<file path="src/rtl/mdu_pkg.sv">
// Shared encodings for the iterative multiply/divide unit: opcodes, FSM states and
// the iteration count.
package mdu_pkg;

  localparam int unsigned MDU_ITERS = 32;

  typedef enum logic [2:0] {
    MDU_MULT  = 3'b000,
    MDU_MULTU = 3'b001,
    MDU_DIV   = 3'b010,
    MDU_DIVU  = 3'b011,
    MDU_MTHI  = 3'b100,
    MDU_MTLO  = 3'b101
  } mdu_op_e;

  typedef enum logic [1:0] {
    StIdle = 2'b00,
    StCalc = 2'b01,
    StFix  = 2'b10
  } mdu_state_e;

endpackage

</file>
<file path="src/rtl/mdu_sign_fix.sv">
// Conditional two's-complement negation of one wide and one narrow value.
// Used both for operand magnitudes and for final sign correction of results.
module mdu_sign_fix #(
  parameter int unsigned WideW   = 64,
  parameter int unsigned NarrowW = 32
) (
  input  logic [WideW-1:0]   wide,
  input  logic               neg_wide,
  input  logic [NarrowW-1:0] narrow,
  input  logic               neg_narrow,
  output logic [WideW-1:0]   wide_res,
  output logic [NarrowW-1:0] narrow_res
);

  always_comb begin
    wide_res   = neg_wide ? (~wide + WideW'(1)) : wide;
    narrow_res = neg_narrow ? (~narrow + NarrowW'(1)) : narrow;
  end

endmodule

</file>
<file path="src/rtl/mdu_hilo.sv">
// Iterative radix-2 multiply/divide unit owning HI/LO. One step per cycle in CALC,
// sign correction and HI/LO write in FIX; mthi/mtlo complete in a single edge.
module mdu_hilo
  import mdu_pkg::*;
#(
  parameter int unsigned WIDTH = 32
) (
  input  logic             clk,
  input  logic             rst_n,
  input  logic             start,
  input  logic [2:0]       op,
  input  logic [WIDTH-1:0] busA,
  input  logic [WIDTH-1:0] tempBus,
  input  logic             flush,
  output logic             busy,
  output logic             done,
  output logic [WIDTH-1:0] hi,
  output logic [WIDTH-1:0] lo
);

  localparam int unsigned CntW = $clog2(MDU_ITERS);
  localparam logic [CntW-1:0] LastCnt = CntW'(MDU_ITERS - 1);

  mdu_state_e state_q, state_d;
  logic [CntW-1:0]    cnt_q, cnt_d;
  // Multiply: 64-bit product, multiplier consumed from the low end.
  // Divide: {remainder, quotient}, dividend shifted out of the quotient half.
  logic [2*WIDTH-1:0] acc_q, acc_d;
  logic [WIDTH-1:0]   opnd_q, opnd_d;
  logic [WIDTH-1:0]   raw_a_q, raw_a_d;
  logic               is_div_q, is_div_d;
  logic               sa_q, sa_d;
  logic               sb_q, sb_d;
  logic               zero_q, zero_d;
  logic [WIDTH-1:0]   hi_q, hi_d;
  logic [WIDTH-1:0]   lo_q, lo_d;
  logic               done_q, done_d;

  logic               signed_op;
  logic               a_neg, b_neg;
  logic [WIDTH-1:0]   abs_a, abs_b;
  logic [2*WIDTH-1:0] fix_wide_in, fix_wide;
  logic [WIDTH-1:0]   fix_rem;
  logic [WIDTH:0]     mul_sum;
  logic [2*WIDTH-1:0] mul_next;
  logic [WIDTH:0]     div_trial;
  logic [2*WIDTH-1:0] div_next;

  assign signed_op = (op == MDU_MULT) || (op == MDU_DIV);
  assign a_neg     = signed_op & busA[WIDTH-1];
  assign b_neg     = signed_op & tempBus[WIDTH-1];

  mdu_sign_fix #(
    .WideW   (WIDTH),
    .NarrowW (WIDTH)
  ) u_abs (
    .wide       (busA),
    .neg_wide   (a_neg),
    .narrow     (tempBus),
    .neg_narrow (b_neg),
    .wide_res   (abs_a),
    .narrow_res (abs_b)
  );

  assign fix_wide_in = is_div_q ? {{WIDTH{1'b0}}, acc_q[WIDTH-1:0]} : acc_q;

  mdu_sign_fix #(
    .WideW   (2 * WIDTH),
    .NarrowW (WIDTH)
  ) u_fix (
    .wide       (fix_wide_in),
    .neg_wide   (sa_q ^ sb_q),
    .narrow     (acc_q[2*WIDTH-1:WIDTH]),
    .neg_narrow (sa_q),
    .wide_res   (fix_wide),
    .narrow_res (fix_rem)
  );

  always_comb begin
    mul_sum  = {1'b0, acc_q[2*WIDTH-1:WIDTH]} + {1'b0, opnd_q};
    mul_next = acc_q[0] ? {mul_sum, acc_q[WIDTH-1:1]} : {1'b0, acc_q[2*WIDTH-1:1]};
    // Remainder is always below the divisor, so bit WIDTH of the trial is the borrow.
    div_trial = {acc_q[2*WIDTH-1:WIDTH], acc_q[WIDTH-1]} - {1'b0, opnd_q};
    div_next  = div_trial[WIDTH] ? {acc_q[2*WIDTH-2:0], 1'b0}
                                 : {div_trial[WIDTH-1:0], acc_q[WIDTH-2:0], 1'b1};
  end

  always_comb begin
    state_d  = state_q;
    cnt_d    = cnt_q;
    acc_d    = acc_q;
    opnd_d   = opnd_q;
    raw_a_d  = raw_a_q;
    is_div_d = is_div_q;
    sa_d     = sa_q;
    sb_d     = sb_q;
    zero_d   = zero_q;
    hi_d     = hi_q;
    lo_d     = lo_q;
    done_d   = 1'b0;

    unique case (state_q)
      StIdle: begin
        if (start && !flush) begin
          case (op)
            MDU_MULT, MDU_MULTU, MDU_DIV, MDU_DIVU: begin
              state_d  = StCalc;
              cnt_d    = '0;
              acc_d    = {{WIDTH{1'b0}}, abs_a};
              opnd_d   = abs_b;
              raw_a_d  = busA;
              is_div_d = op[1];
              sa_d     = a_neg;
              sb_d     = b_neg;
              zero_d   = (tempBus == '0);
            end
            MDU_MTHI: hi_d = busA;
            MDU_MTLO: lo_d = busA;
            default: ;
          endcase
        end
      end
      StCalc: begin
        if (flush) begin
          state_d = StIdle;
        end else begin
          acc_d = is_div_q ? div_next : mul_next;
          cnt_d = cnt_q + CntW'(1);
          if (cnt_q == LastCnt) state_d = StFix;
        end
      end
      StFix: begin
        state_d = StIdle;
        if (!flush) begin
          done_d = 1'b1;
          if (!is_div_q) begin
            hi_d = fix_wide[2*WIDTH-1:WIDTH];
            lo_d = fix_wide[WIDTH-1:0];
          end else if (zero_q) begin
            hi_d = raw_a_q;
            lo_d = '1;
          end else begin
            hi_d = fix_rem;
            lo_d = fix_wide[WIDTH-1:0];
          end
        end
      end
      default: state_d = StIdle;
    endcase
  end

  always_ff @(posedge clk or negedge rst_n) begin
    if (!rst_n) begin
      state_q  <= StIdle;
      cnt_q    <= '0;
      acc_q    <= '0;
      opnd_q   <= '0;
      raw_a_q  <= '0;
      is_div_q <= 1'b0;
      sa_q     <= 1'b0;
      sb_q     <= 1'b0;
      zero_q   <= 1'b0;
      hi_q     <= '0;
      lo_q     <= '0;
      done_q   <= 1'b0;
    end else begin
      state_q  <= state_d;
      cnt_q    <= cnt_d;
      acc_q    <= acc_d;
      opnd_q   <= opnd_d;
      raw_a_q  <= raw_a_d;
      is_div_q <= is_div_d;
      sa_q     <= sa_d;
      sb_q     <= sb_d;
      zero_q   <= zero_d;
      hi_q     <= hi_d;
      lo_q     <= lo_d;
      done_q   <= done_d;
    end
  end

  assign busy = (state_q != StIdle);
  assign done = done_q;
  assign hi   = hi_q;
  assign lo   = lo_q;

endmodule

</file>
<file path="config.mk">
export PLATFORM = sky130hd
export DESIGN_NAME = mdu_hilo
export DESIGN_NICKNAME = d
export VERILOG_FILES = /design/src/rtl/mdu_pkg.sv /design/src/rtl/mdu_sign_fix.sv /design/src/rtl/mdu_hilo.sv
export SDC_FILE = /design/constraint.sdc
export NUM_CORES = 1
export LEC_CHECK = 0
export BUFFER_PORTS_ARGS = -buffer_cell sky130_fd_sc_hd__buf_4
export CORE_MARGIN = 2
export CORE_UTILIZATION = 45
export DETAILED_ROUTE_END_ITERATION = 8
export HOLD_SLACK_MARGIN = 0.05
export PLACE_DENSITY_LB_ADDON = 0.3
export SLEW_MARGIN = 20
export SYNTH_ARGS = -nofsm -noshare
export SYNTH_HDL_FRONTEND = slang
export SYNTH_SLANG_ARGS = --single-unit
</file>
<file path="constraint.sdc">
create_clock -name clk -period 4 [get_ports clk]
set_input_delay 0.8 -clock clk [delete_from_list [all_inputs] [get_ports clk]]
set_output_delay 0.8 -clock clk [all_outputs]
set_load 0.01 [all_outputs]
</file>
==> parameters.txt <==
Parameter                              Value

Global routing
  Residual overflow from global routing    0
  Maximum number of pins on one net before global-route repair    between 90 and 100
  Overall global routing resource usage    roughly 28%
  Initial antenna violation count    1
  Vias in the first global route    15,300
  Wire length of the first global-routing pass    87,000 µm

Die
  Starting density of the core    around 46%
  # rows    70
  Height of the chip    a little under 200 µm
  Die area    38,800 µm²
  Top-level I/O count    ~140
  Core ar.    between 30,000 and 40,000 µm²
  Horiz. Die Dim    197 µm

Finish
  Post-route non-filler standard cell count    about 2,700
  Multi-input gate area in the final layout    roughly 11,000 µm²
  Post-route cell area    19,100 µm²
  Number of nets at the end of the flow    between 2,000 and 2,500
  Number of antenna cells inserted    0
  Area occupied by registers    about 5000 µm²
  Layout-stage area growth over the synthesis result    14.2%
  Fraction of final layout cells with drive strength greater than 1    between 10% and 20%
  Filler cell count in the final layout    3,538

Synthesis
  Seq/Total Area, Yosys    30.5%
  Number of enable flip-flop cells after synthesis    0
  Top-count cell post-synth    sky130_fd_sc_hd__nand2_1
  Mean instance size in the synthesized netlist    slightly below 8 µm²
  Top cells by area, synth    sky130_fd_sc_hd__dfrtp_1, sky130_fd_sc_hd__nand2_1, sky130_fd_sc_hd__xnor2_1
  Most used flip-flop cell after synthesis    sky130_fd_sc_hd__dfrtp_1
  Leading post-synthesis cells by instance count    sky130_fd_sc_hd__nand2_1, sky130_fd_sc_hd__o21ai_0, sky130_fd_sc_hd__dfrtp_1
  Yosys cell types    between 70 and 80
  Yosys warnings    0
  #FFs+latches synth    around 200
  Yosys top cell by area    sky130_fd_sc_hd__dfrtp_1
  Post-Synthesis Net Count    2,306
  Ys async rst share    100%
  Synthesized area    16,700 µm²
  Number of standard cells after synthesis    approximately 2,200
  Portion of synthesized cell area occupied by the leading cell type    30.5%

Hold path
  Min-delay worst type    in2async

Drt
  Drt first-iter violations    roughly 1,500
  Antenna Violating Nets Remaining    0
  Routed Wire Length    roughly 56,000 µm
  Remaining design rule violation count    0
  Vias per inst    roughly 6.0
  Vias    16,300
  Wire per inst    20.5 µm
  Number of detailed-route iterations in the first pass    5

Placement
  Buffers on Ports    between 100 and 150
  Detail Placement HPWL    around 42,000 µm
  Routability Congestion    ~0.98
  Placement-stage cell area    18,300 µm²
  Placed cells    about 2,700

Timing
  Min Hold Slack    0.279 ns
  Slew margin rel.    a little over a third
  F_max    between 200 and 300 MHz
  Period utilization    between 90% and 100%
  Final critical path time including I/O delays and setup    about 3.6 ns
  Slew at the pin closest to its max-slew limit    0.959 ns
  Unrepaired setup endpoints after global routing    no
  Finish-stage setup viols    0
  Final Hold Violating Endpoints    0
  Skew final    about 0.024 ns
  Max-slew violation count    0
  Total Negative Setup Slacks    0 ns

Setup path
  Cell breakdown of the critical path    inv_1 -> ha_1 -> fa_1 -> nor2b_1 -> o21ai_0 -> o221a_2 -> a2111o_1 -> a31oi_1 -> o21ai_0 -> and2_2 -> buf_12 -> o21ai_0 -> a22oi_1 -> a22o_1
  Total buffers and inverters traversed by the critical path    2
  Startpoint of the lowest-slack register-to-register path    acc_q[31]$_DFFE_PN0P_
  Req. time, crit path    between 4 and 5 ns
  Top delay family on crit path    compound AO/OA/AOI/OAI gates
  Kind of end point of the critical path    register
  Critical path startpoint category    register
  Most Frequent Cell on Critical Path    sky130_fd_sc_hd__o21ai_0
  Number of cells traversed by the worst register-to-register path    14
  Setup slack on the worst flop-to-flop path    about 0.36 ns
  Slowest Stage Delay on Critical Path    around 0.5 ns
  Signal arrival time at the worst endpoint    around 4 ns
  Critical R2R Capture    acc_q[40]$_DFFE_PN0P_
  Slowest CP cell    sky130_fd_sc_hd__a2111o_1
  Critical path class    reg2reg
  Top fanout value on the critical path    14

Clock network
  Number of hold buffers added after cts    0
  Clock tree from TritonCTS    yes
  Worst-case clock buffer depth    3
  Number of H-tree branching levels    1
  Clock transition time at the flip-flop clock pins of the worst setup and hold paths    approximately 0.060 ns
  Total number of clock tree sinks    just over 200
  Number of clock buffers inserted by TritonCTS    25
  Clk Tree Root Cell    sky130_fd_sc_hd__clkbuf_16
  Clk Latency, worst-skew pair    between 0.5 and 0.6 ns

Pwr
  Power density over the cells    slightly below 700 nW/µm²
  Post-layout power    about 13 mW
  Largest voltage drop on the vdd net    0.337 mV
  Leak Pwr    ~8.5 nW

Flow run
  Number of max-cap violations    0

Outcome
  Status    finished, final reports clean
[sequential cells by signal, summed over array words and instances (netlist names)]
name and count:
zero_q 1, done 1, sb_q 1, lo 32
acc_q 64, hi 32, sa_q 1, cnt_q 5
raw_a_q 32, opnd_q 32, is_div_q 1, state_q 2
[what timing repair did]
action	in CTS	in global routing
setup endpoints to repair	0	1
resized for setup	0	1
setup buffers	0	0
[report_power, final]
| part | internal, mW | switching, mW | total (mW) |
|---|---|---|---|
| logic | 3.09 | 4.39 | 7.48 |
| clock network | 1.38 | 0.962 | 2.34 |
| registers | 2.58 | 0.758 | 3.34 |
[cell type report]
| type | count | share of cell area, % |
|---|---|---|
| flip-flops and latches | 204 | 26.7 |
| clock inverters | 11 | 0.635 |
| well taps | 468 | 3.06 |
| inverters | 71 | 1.39 |
| clock buffers | 35 | 3.73 |
| multi-input cells | 1731 | 56.7 |
| repair buffers | 196 | 7.80 |
[cells in the final DEF (no fill, tap or decap), types with 39 or more instances in the layout]
cell,n
sky130_fd_sc_hd__a21oi_1,141
sky130_fd_sc_hd__buf_4,194
sky130_fd_sc_hd__dfrtp_1,203
sky130_fd_sc_hd__ha_1,70
sky130_fd_sc_hd__inv_1,69
sky130_fd_sc_hd__mux2i_1,54
sky130_fd_sc_hd__nand2_1,405
sky130_fd_sc_hd__nor2_1,109
sky130_fd_sc_hd__o211ai_1,39
sky130_fd_sc_hd__o21ai_0,240
sky130_fd_sc_hd__o22ai_1,44
sky130_fd_sc_hd__xnor2_1,138
sky130_fd_sc_hd__xor2_1,59
[per-layer routing]
layer / vias up / part of all wire (%) / track usage (%)
met5: - / 0 / 0
met4: 0 / 4.5 / 12.3
met3: 125 / 8.3 / 3.42
met2: 695 / 43 / 42.9
met1: 7653 / 45 / 40.8
li1: 7808 / - / -
[through the flow]
stage	setup WS [ns]	utilization, %
after floorplan	0.787	-
after global placement	0.396	49.9
after detailed placement	0.288	49.9
after CTS	0.249	52.2
after global routing	0.161	52.2
final	0.358	52.2
[cells by family (layout without fill, tap and decap cells)]
logic type,after synthesis,in the layout,share of synthesized area [%]
adder cells (fa/ha/maj),72,72,5.47
AO/OA/AOI/OAI,691,691,25.4
flip-flops,204,204,30.5
XOR/XNOR,199,199,10.4
buffers and inverters,228,313,5.25
multiplexers,58,58,3.50
AND/OR/NAND/NOR,711,711,19.5
[worst max-delay path by stage]
stage / from / end / depth (start not counted) / slack, ns
CTS: acc_q[31]$_DFFE_PN0P_ / acc_q[35]$_DFFE_PN0P_ / 14 / 0.25
detailed placement: acc_q[31]$_DFFE_PN0P_ / acc_q[35]$_DFFE_PN0P_ / 14 / 0.29
floorplan: acc_q[31]$_DFFE_PN0P_ / acc_q[62]$_DFFE_PN0P_ / 15 / 0.79
global placement: acc_q[31]$_DFFE_PN0P_ / acc_q[35]$_DFFE_PN0P_ / 14 / 0.40
finish: acc_q[31]$_DFFE_PN0P_ / acc_q[40]$_DFFE_PN0P_ / 14 / 0.36
global route: acc_q[31]$_DFFE_PN0P_ / acc_q[40]$_DFFE_PN0P_ / 14 / 0.16
No activity file was read; power rests on OpenSTA's default activity.
